==> config.mk <==
export PLATFORM = sky130hd
export DESIGN_NAME = rv_instr_encoder
export DESIGN_NICKNAME = d
export VERILOG_FILES = /design/src/rtl/rv_instr_encoder.sv
export SDC_FILE = /design/constraint.sdc
export NUM_CORES = 1
export LEC_CHECK = 0
export BUFFER_PORTS_ARGS = -buffer_cell sky130_fd_sc_hd__buf_4
export CORE_UTILIZATION = 52
export DETAILED_ROUTE_END_ITERATION = 8
export PLACE_DENSITY = 0.84
export SLEW_MARGIN = 20
export SYNTH_ARGS = -nofsm -noshare
export SYNTH_HDL_FRONTEND = slang
export SYNTH_SLANG_ARGS = --single-unit
==> constraint.sdc <==
create_clock -name clk -period 2.6 [get_ports clk]
set_clock_uncertainty 0.05 [all_clocks]
set_input_delay 0 -clock clk [delete_from_list [all_inputs] [get_ports clk]]
set_output_delay 0 -clock clk [all_outputs]
set_load 0.005 [all_outputs]
==> src/rtl/rv_instr_encoder.sv <==
// RV32I LW/SW/ADD encoder and sequential instruction-memory loader; optional feature macro: RV_ENC_ILLEGAL_CHECK_EN.
// Latency: accept at edge N, write presented in cycle N+1; at best one word every 2 cycles.
// Backpressure: req_ready drops for the whole write; wr_en/wr_addr/wr_data are held until wr_ack.
module rv_instr_encoder #(
    parameter int ADDR_W = 8
) (
    input  logic              clk,
    input  logic              rst,
    input  logic              req_valid,
    output logic              req_ready,
    input  logic [1:0]        req_kind,
    input  logic [4:0]        req_rd,
    input  logic [4:0]        req_rs1,
    input  logic [4:0]        req_rs2,
    input  logic [11:0]       req_imm,
    output logic              wr_en,
    output logic [ADDR_W-1:0] wr_addr,
    output logic [31:0]       wr_data,
    input  logic              wr_ack,
    output logic [ADDR_W:0]   count,
    output logic              full,
    output logic              err
);

    typedef enum logic [1:0] {
        ST_IDLE  = 2'd0,
        ST_WRITE = 2'd1,
        ST_FULL  = 2'd2
    } state_t;

    localparam logic [ADDR_W:0] CAPACITY = {1'b1, {ADDR_W{1'b0}}};

    state_t            state;
    logic              is_illegal;
    logic [ADDR_W:0]   count_nxt;
    logic [ADDR_W-1:0] ptr;

    function automatic logic [31:0] encode(
        input logic [1:0]  kind,
        input logic [4:0]  rd,
        input logic [4:0]  rs1,
        input logic [4:0]  rs2,
        input logic [11:0] imm
    );
        logic [31:0] w;
        w = 32'h0000_0013;
        case (kind)
            2'b00:   w = {imm, rs1, 3'b010, rd, 7'b0000011};
            2'b01:   w = {imm[11:5], rs2, rs1, 3'b010, imm[4:0], 7'b0100011};
            2'b10:   w = {7'b0000000, rs2, rs1, 3'b000, rd, 7'b0110011};
            default: w = 32'h0000_0013;
        endcase
        return w;
    endfunction

    // The pointer never wraps: FULL is entered exactly when it would.
    assign ptr       = count[ADDR_W-1:0];
    assign count_nxt = count + {{ADDR_W{1'b0}}, 1'b1};

`ifdef RV_ENC_ILLEGAL_CHECK_EN
    logic err_q;
    assign is_illegal = (req_kind == 2'b11);
    assign err        = err_q;
`else
    assign is_illegal = 1'b0;
    assign err        = 1'b0;
`endif

    always_ff @(posedge clk) begin
        if (rst) begin
            state     <= ST_IDLE;
            req_ready <= 1'b1;
            wr_en     <= 1'b0;
            wr_addr   <= '0;
            wr_data   <= '0;
            count     <= '0;
            full      <= 1'b0;
`ifdef RV_ENC_ILLEGAL_CHECK_EN
            err_q     <= 1'b0;
`endif
        end else begin
            case (state)
                ST_IDLE: begin
                    if (req_valid) begin
                        if (is_illegal) begin
`ifdef RV_ENC_ILLEGAL_CHECK_EN
                            err_q <= 1'b1;
`endif
                        end else begin
                            state     <= ST_WRITE;
                            req_ready <= 1'b0;
                            wr_en     <= 1'b1;
                            wr_addr   <= ptr;
                            wr_data   <= encode(req_kind, req_rd, req_rs1, req_rs2, req_imm);
                        end
                    end
                end
                ST_WRITE: begin
                    if (wr_ack) begin
                        wr_en <= 1'b0;
                        count <= count_nxt;
                        if (count_nxt == CAPACITY) begin
                            state <= ST_FULL;
                            full  <= 1'b1;
                        end else begin
                            state     <= ST_IDLE;
                            req_ready <= 1'b1;
                        end
                    end
                end
                ST_FULL: begin
                    req_ready <= 1'b0;
                    wr_en     <= 1'b0;
                    full      <= 1'b1;
                end
                default: begin
                    state     <= ST_IDLE;
                    req_ready <= 1'b1;
                    wr_en     <= 1'b0;
                end
            endcase
        end
    end

endmodule

==> impl_metrics.csv, run 1 <==
group,metric,value,unit
status,status,"finished, final reports clean",
placed_design,dp_cells,356,
floorplanning,dieArea,4541,sq um
cts,cts_max_level,2,
floorplanning,rows,23,
placed_design,gp_congestion,0.8689,
global_routing,grt_max_degree,51,
critical_path,critPathArrivalTime,2.00,ns
power,clkPwrFrac,42.1,%
floorplanning,core,4058,sq um
power,p_leak,1.340,nW
critical_path,path_buf_inv,0,
floorplanning,ioPinCount,86,
job,maxCapViolCount,0,
routing,drc_errors,0,
routing,vias_per_cell,5.360,
sta,timing.final.max_slew_violations,0,
placed_design,place_hpwl,3691,um
cts,post_cts_resized,0,
cts,cts_tree,"done",
cts,cts_buffers,5,
sta,hold_viol,0,
sta,min_period,1.876,ns
sta,setup-tns-final,0,ns
floorplanning,die_h,67.39,um
sta,worst_slack,0.7242,ns
critical_path,max_stage_delay,0.51,ns
final_layout,final_area,3075,sq um
power,combPwrFrac,13.0,%
critical_path,path_class,"flip-flop to flip-flop",
cts,clock_latency,0.31,ns
sta,rsz0062_at_grt,"false",
power,vdd_ir_drop_max,459.3,uV
routing,wl_per_cell,14.21,um
cts,holdBufCountCts,14,
final_layout,instances_no_fill,378,
synth,synthCells,243,
placed_design,place_area,2776,sq um
critical_path,path_cells,"ha_1 -> nand4b_1 -> nor3_2 -> and3_1 -> xnor2_1 -> nor2_1",
synth,yosys_warnings,0,
sta,max_freq,533.1,MHz
critical_path,crit_family,"simple AND/OR/NAND/NOR gates",
global_routing,globalRouteOverflowTotal,0,
global_routing,grt_pass1_vias,1834,
final_layout,antennaDiodeCount,0,
placed_design,place.port_buffers,79,
final_layout,nNetsFinal,366,
synth,synth.cell_area,2223,sq um
cts,cts_sinks,48,
synth,ys_seq_elements,48,
routing,drt_first_pass_iters,5,
routing,drt_wl_total,5373,um
floorplanning,die_w,67.39,um
routing,vias,2026,
routing,drt-initial-drc-count,146,
placed_design,dp_slack,0.7731,ns
cts,cts.clk_slew.worst_paths,0.09,ns
routing,final_antenna_net_count,0,
power,p_per_area,563.3,nW/um^2
final_layout,final_layout_size_suffix_gt1_share,35.67,%
critical_path,critPathRequiredTime,2.72,ns
power,seqPwrFrac,44.9,%
synth,avgSynthCellArea,9.150,sq um
cts,cts_setup_buffers,0,
global_routing,grt_usage,24.93,%
power,p_switching,0.0003760,W
synth,synth.distinct_cells,49,
worst_hold_path,hp-class,"input port to flip-flop",
cts,cts-root-buf,"clkbuf_8",
critical_path,cp-start-kind,"flip-flop",
cts,clockBufferDepth,2,
sta,period_share,72.15,%
sta,slew_headroom,46.11,%
final_layout,area.growth.synth_to_final,38.32,%
synth,ys_seq_area_share,43.22,%
power,power.total,0.001733,W
sta,worst_pin_slew,0.8054,ns
critical_path,end_kind,"flip-flop",
critical_path,worst_path_max_delay_cell,"dfxtp_1",
power,p_int,0.001357,W
power,p_sw_share,21.70,%
global_routing,grt_antenna_before_repair,0,
critical_path,cp_max_fo,9,
global_routing,grt_pass1_wl,8500,um
floorplanning,initial_core_util,54.79,%
sta,setup_viol,0,
==> final timing paths <==
path / start / end / slack [ns] / cells past startpoint
worst max-delay path: count[0]$_SDFFE_PP0P_ / count[8]$_SDFFE_PP0P_ / 0.72 / 6
worst min-delay path: req_rd[2] / wr_data[9]$_SDFFE_PP0P_ / 0.003 / 4
worst max register to register: count[0]$_SDFFE_PP0P_ / count[8]$_SDFFE_PP0P_ / 0.72 / 6
worst min register to register: wr_addr[6]$_SDFFE_PP0P_ / wr_addr[6]$_SDFFE_PP0P_ / 0.42 / 2
==> per-stage QoR <==
step / hold WS (ns) / util [%]
after floorplan: 0.08446 / -
after global placement: 0.1796 / 68.42
after detailed placement: 0.1826 / 68.42
after CTS: 0.001840 / 75.79
after global routing: 0.01755 / 75.79
final: 0.002594 / 75.79
==> cells by family (layout without fill, tap and decap cells) <==
| group | Yosys count | in the layout | synth area share (%) |
|---|---|---|---|
| AOI/OAI and AO/OA | 59 | 59 | 21.10 |
| xor gates and xnor gates | 7 | 7 | 2.758 |
| adders and majority gates | 6 | 6 | 3.376 |
| buffers and inverters | 26 | 106 | 6.471 |
| DFF | 48 | 48 | 43.22 |
| muxes | 1 | 1 | 0.6751 |
| other | 1 | 6 | 0.1687 |
| and+or+nand+nor | 95 | 95 | 22.23 |
==> cell usage in the layout, fill, tap and decap left out, types with 2 or more instances in the layout <==
| master | count |
|---|---|
| a211oi_1 | 2 |
| a21oi_1 | 15 |
| a22o_1 | 10 |
| a22oi_1 | 15 |
| a22oi_2 | 7 |
| and3_1 | 2 |
| buf_4 | 80 |
| bufinv_16 | 3 |
| clkbuf_8 | 5 |
| conb_1 | 6 |
| dfxtp_1 | 48 |
| dlygate4sd3_1 | 14 |
| ha_1 | 6 |
| inv_1 | 4 |
| nand2_1 | 29 |
| nand2b_1 | 3 |
| nand3_1 | 2 |
| nand4_1 | 2 |
| nand4b_1 | 2 |
| nor2_1 | 29 |
| nor2_2 | 7 |
| nor3_1 | 3 |
| o21ai_0 | 2 |
| or2_2 | 2 |
| or3_1 | 2 |
| xnor2_1 | 3 |
| xor2_1 | 4 |
==> Yosys cell counts, drive strengths merged <==
library cell / instances / area, sq um
o21a: 2 / 23.77
a211oi: 3 / 27.52
ha: 6 / 75.07
nand2b: 3 / 18.77
o21ai: 2 / 10.01
o22ai: 1 / 6.260
mux2: 1 / 15.01
clkbuf: 6 / 22.52
xnor2: 3 / 26.28
nand2: 29 / 108.9
nor2: 37 / 163.9
and2: 1 / 6.260
a211o: 1 / 8.760
buf: 16 / 106.4
xor2: 4 / 35.03
and2b: 1 / 7.510
a21o: 1 / 7.510
o22a: 1 / 10.01
nor3: 4 / 25.02
or3b: 1 / 8.760
or3: 3 / 20.02
nor4: 2 / 18.77
nand4: 4 / 46.29
nand3: 2 / 10.01
a22oi: 22 / 200.2
conb: 1 / 3.750
o31ai: 1 / 12.51
a21oi: 15 / 75.07
or2: 2 / 12.51
dfxtp: 48 / 960.9
and3: 3 / 23.77
nor2b: 1 / 6.260
a22o: 10 / 87.58
inv: 4 / 15.01
nand4b: 2 / 17.52
==> area by class of cell <==
class	count	area, sq um
clock buffer	5	68.82
clock inverter	3	90.09
fill	301	982.2
inverter	4	15.01
multi-input combinational	174	1137
sequential	48	960.9
tap	50	62.56
timing repair buffer	94	740.7
==> flip-flops by register name, indices dropped and copies added (netlist names) <==
| name | count |
|---|---|
| wr_data | 26 |
| count | 9 |
| wr_addr | 8 |
| state | 2 |
| full | 1 |
| req_ready | 1 |
| wr_en | 1 |
==> power by group through the flow <==
stage | Combinational [W] | Clock (W) | Sequential [W]
floorplan | 0.000117 | 0 | 0.000794
global placement | 0.000205 | 0 | 0.000793
detailed placement | 0.000207 | 0 | 0.000794
CTS | 0.000226 | 0.000739 | 0.000777
global route | 0.000249 | 0.000762 | 0.000781
finish | 0.000226 | 0.000730 | 0.000777
==> worst reg2reg max path: cells and delay by family (launching register included) <==
kind / cells / cell delay (ns)
xor gates and xnor gates: 1 / 0.12
adders and majority gates: 1 / 0.32
DFF: 1 / 0.51
and+or+nand+nor: 4 / 0.75
==> routing by layer <==
layer | GRT usage [%] | part of all wire (%) | vias up
met3 | 6.419 | 6.8 | 6
met4 | 8.245 | 1.2 | 0
met1 | 31.28 | 43 | 949
met5 | 0 | 0 | -
li1 | - | - | 1000
met2 | 41.38 | 49 | 71
Note: power is estimated with default switching activity, not from simulation.
==> run 2: changes to the inputs <==
--- a/config.mk
+++ b/config.mk
@@ -6,9 +6,9 @@
 export NUM_CORES = 1
 export LEC_CHECK = 0
 export BUFFER_PORTS_ARGS = -buffer_cell sky130_fd_sc_hd__buf_4
-export CORE_UTILIZATION = 52
+export CORE_UTILIZATION = 44
 export DETAILED_ROUTE_END_ITERATION = 8
-export PLACE_DENSITY = 0.84
+export PLACE_DENSITY = 0.76
 export SLEW_MARGIN = 20
 export SYNTH_ARGS = -nofsm -noshare
 export SYNTH_HDL_FRONTEND = slang
==> constraint.sdc (replaced) <==
create_clock -name clk -period 1.6 [get_ports clk]
set_clock_uncertainty 0.05 [all_clocks]
set_input_delay 0 -clock clk [delete_from_list [all_inputs] [get_ports clk]]
set_output_delay 0 -clock clk [all_outputs]
set_load 0.005 [all_outputs]
==> impl_metrics.csv, run 2 (synthesis gave the netlist of run 1 again) <==
group,metric,value,unit
status,status,"finished, final reports clean",
sta,slew_headroom,62.55,%
critical_path,critPathArrivalTime,1.69,ns
placed_design,gp_congestion,0.8628,
final_layout,seq_area,963.4,sq um
routing,drc_errors,0,
power,vdd_ir_drop_max,418.3,uV
floorplanning,rows,25,
routing,wl_per_cell,13.47,um
power,p_int,0.001756,W
floorplanning,die_h,73.09,um
power,p_sw_share,26.18,%
routing,vias_per_cell,4.995,
critical_path,path_class,"flip-flop to flip-flop",
critical_path,crit_cells,7,
floorplanning,die_w,73.09,um
sta,hold_viol,0,
final_layout,multiInputGateArea,1172,sq um
final_layout,largest_reg_flops,26,
power,combPwrFrac,16.9,%
power,p_leak,1.404,nW
critical_path,cp-start-kind,"flip-flop",
global_routing,grt_max_degree,51,
floorplanning,dieArea,5341,sq um
critical_path,crit_family,"compound AO/OA/AOI/OAI gates",
routing,drt_first_pass_iters,4,
sta,setup_viol,0,
cts,cts_tree,"done",
power,clkPwrFrac,30.1,%
critical_path,cp_max_fo,8,
worst_hold_path,hp-class,"input port to flip-flop",
cts,cts_max_level,2,
floorplanning,ioPinCount,86,
job,maxCapViolCount,0,
global_routing,grt_pass1_wl,8631,um
final_layout,final_layout_size_suffix_gt1_share,40.46,%
floorplanning,core,4786,sq um
sta,period_share,96.15,%
final_layout,top_register,"wr_data",
power,seqPwrFrac,53.0,%
critical_path,path_cells,"buf_6 -> a211o_1 -> a21oi_2 -> o22a_2 -> buf_4 -> nand4b_1 -> and3_1",
power,p_switching,0.0006225,W
cts,cts.clk_slew.worst_paths,0.09,ns
sta,timing.final.max_slew_violations,0,
final_layout,layout_commonest_cell,"buf_4",
final_layout,area.growth.synth_to_final,44.79,%
routing,final_antenna_net_count,0,
power,p_per_area,738.7,nW/um^2
routing,drt-initial-drc-count,91,
global_routing,grt_usage,21.04,%
cts,cts-root-buf,"clkbuf_8",
global_routing,grt_antenna_before_repair,0,
worst_hold_path,whs_path_depth,4,
routing,m1WireLength,2492,um
floorplanning,initial_core_util,46.46,%
routing,drt_wl_total,5565,um
critical_path,max_stage_delay,0.35,ns
final_layout,final_cell_mix,"buf_4, dfxtp_1, nor2_1, nand2_1, dlygate4sd3_1",
sta,hold_ws,0.005682,ns
placed_design,place_hpwl,3753,um
sta,max_freq,650.0,MHz
final_layout,final_area,3219,sq um
cts,clockBufferDepth,2,
critical_path,critPathRequiredTime,1.75,ns
critical_path,path_buf_inv,2,
cts,cts_sinks,48,
critical_path,worst_path_max_delay_cell,"dfxtp_2",
final_layout,nNetsFinal,384,
cts,clock_latency,0.30,ns
sta,min_period,1.538,ns
sta,rsz0062_at_grt,"true",
routing,dr_wl_met2,2684,um
placed_design,place.port_buffers,79,
global_routing,globalRouteOverflowTotal,0,
routing,vias,2063,
final_layout,fillCellCount,394,
sta,worst_pin_slew,0.5618,ns
critical_path,end_kind,"flip-flop",
placed_design,place_area,2928,sq um
cts,cts_buffers,5,
routing,met3_length,306,um
final_layout,antennaDiodeCount,0,
final_layout,top_regs,"wr_data x26, count x9, wr_addr x8",
critical_path,reg2reg_depth,7,
global_routing,grt_pass1_vias,1955,
routing,highest_layer,"met4",
run 2: cell types whose count changed in the layout (fill, tap and decap cells not counted), sizes merged:
cell	delta
clkinv	+3
buf	+16
bufinv	-3
dlygate4sd3	+2
run 2: layout make-up:
cell class / instances / area share, %
clock inverters: 3 / 0.5830
well taps: 67 / 2.604
flip-flops and latches: 48 / 29.93
inverters: 4 / 0.4664
repair buffers: 112 / 27.87
multi-input cells: 174 / 36.42
clock buffers: 5 / 2.138
run 2: tightest hold or removal path, stage by stage:
cell,delay (ns)
buf_4,0.08
a22o_1,0.11
a22oi_1,0.06
nor2_1,0.07
run 2: path summary, 6_finish.rpt:
check | from | endpoint | slack [ns]
min | req_rd[3] | wr_data[10]$_SDFFE_PP0P_ | 0.006
max | count[0]$_SDFFE_PP0P_ | req_ready$_SDFFE_PP1P_ | 0.06
min reg2reg | wr_addr[1]$_SDFFE_PP0P_ | wr_addr[1]$_SDFFE_PP0P_ | 0.41
max reg2reg | count[0]$_SDFFE_PP0P_ | req_ready$_SDFFE_PP1P_ | 0.06
run 2: power by group through the flow:
| stage | clock network, W | registers [W] | logic (W) |
|---|---|---|---|
| after global routing | 0.000782 | 0.00127 | 0.000440 |
| after CTS | 0.000740 | 0.00126 | 0.000398 |
| after detailed placement | 0 | 0.00129 | 0.000366 |
| final | 0.000715 | 0.00126 | 0.000403 |
| after global placement | 0 | 0.00129 | 0.000362 |
| after floorplan | 0 | 0.00129 | 0.000190 |
run 2: timing repair:
item                       CTS  global route
pin swaps                    0             6
hold endpoints to repair    16             0
setup endpoints to repair    1            21
hold buffers                16             0
setup buffers                0             1
gates resized for setup      1             7
run 2: routing by layer:
metal	vias up	global-route usage, %
li1	1037	-
met1	954	25.68
met2	64	35.39
met3	8	5.110
met4	0	8.497
met5	-	0
run 2: per-stage QoR:
step / util [%] / instances / total power [W] / TNS [ns] / setup WS, ns
finish: 67.27 / 413 / 0.002378 / 0 / 0.06157
global route: 67.27 / 413 / 0.002488 / -0.05130 / -0.02903
CTS: 66.46 / 412 / 0.002398 / 0 / 0.02567
detailed placement: 61.18 / 388 / 0.001653 / 0 / 0.03219
global placement: 61.18 / 388 / 0.001647 / 0 / 0.08501
floorplan: - / 248 / 0.001481 / 0 / 0.05270
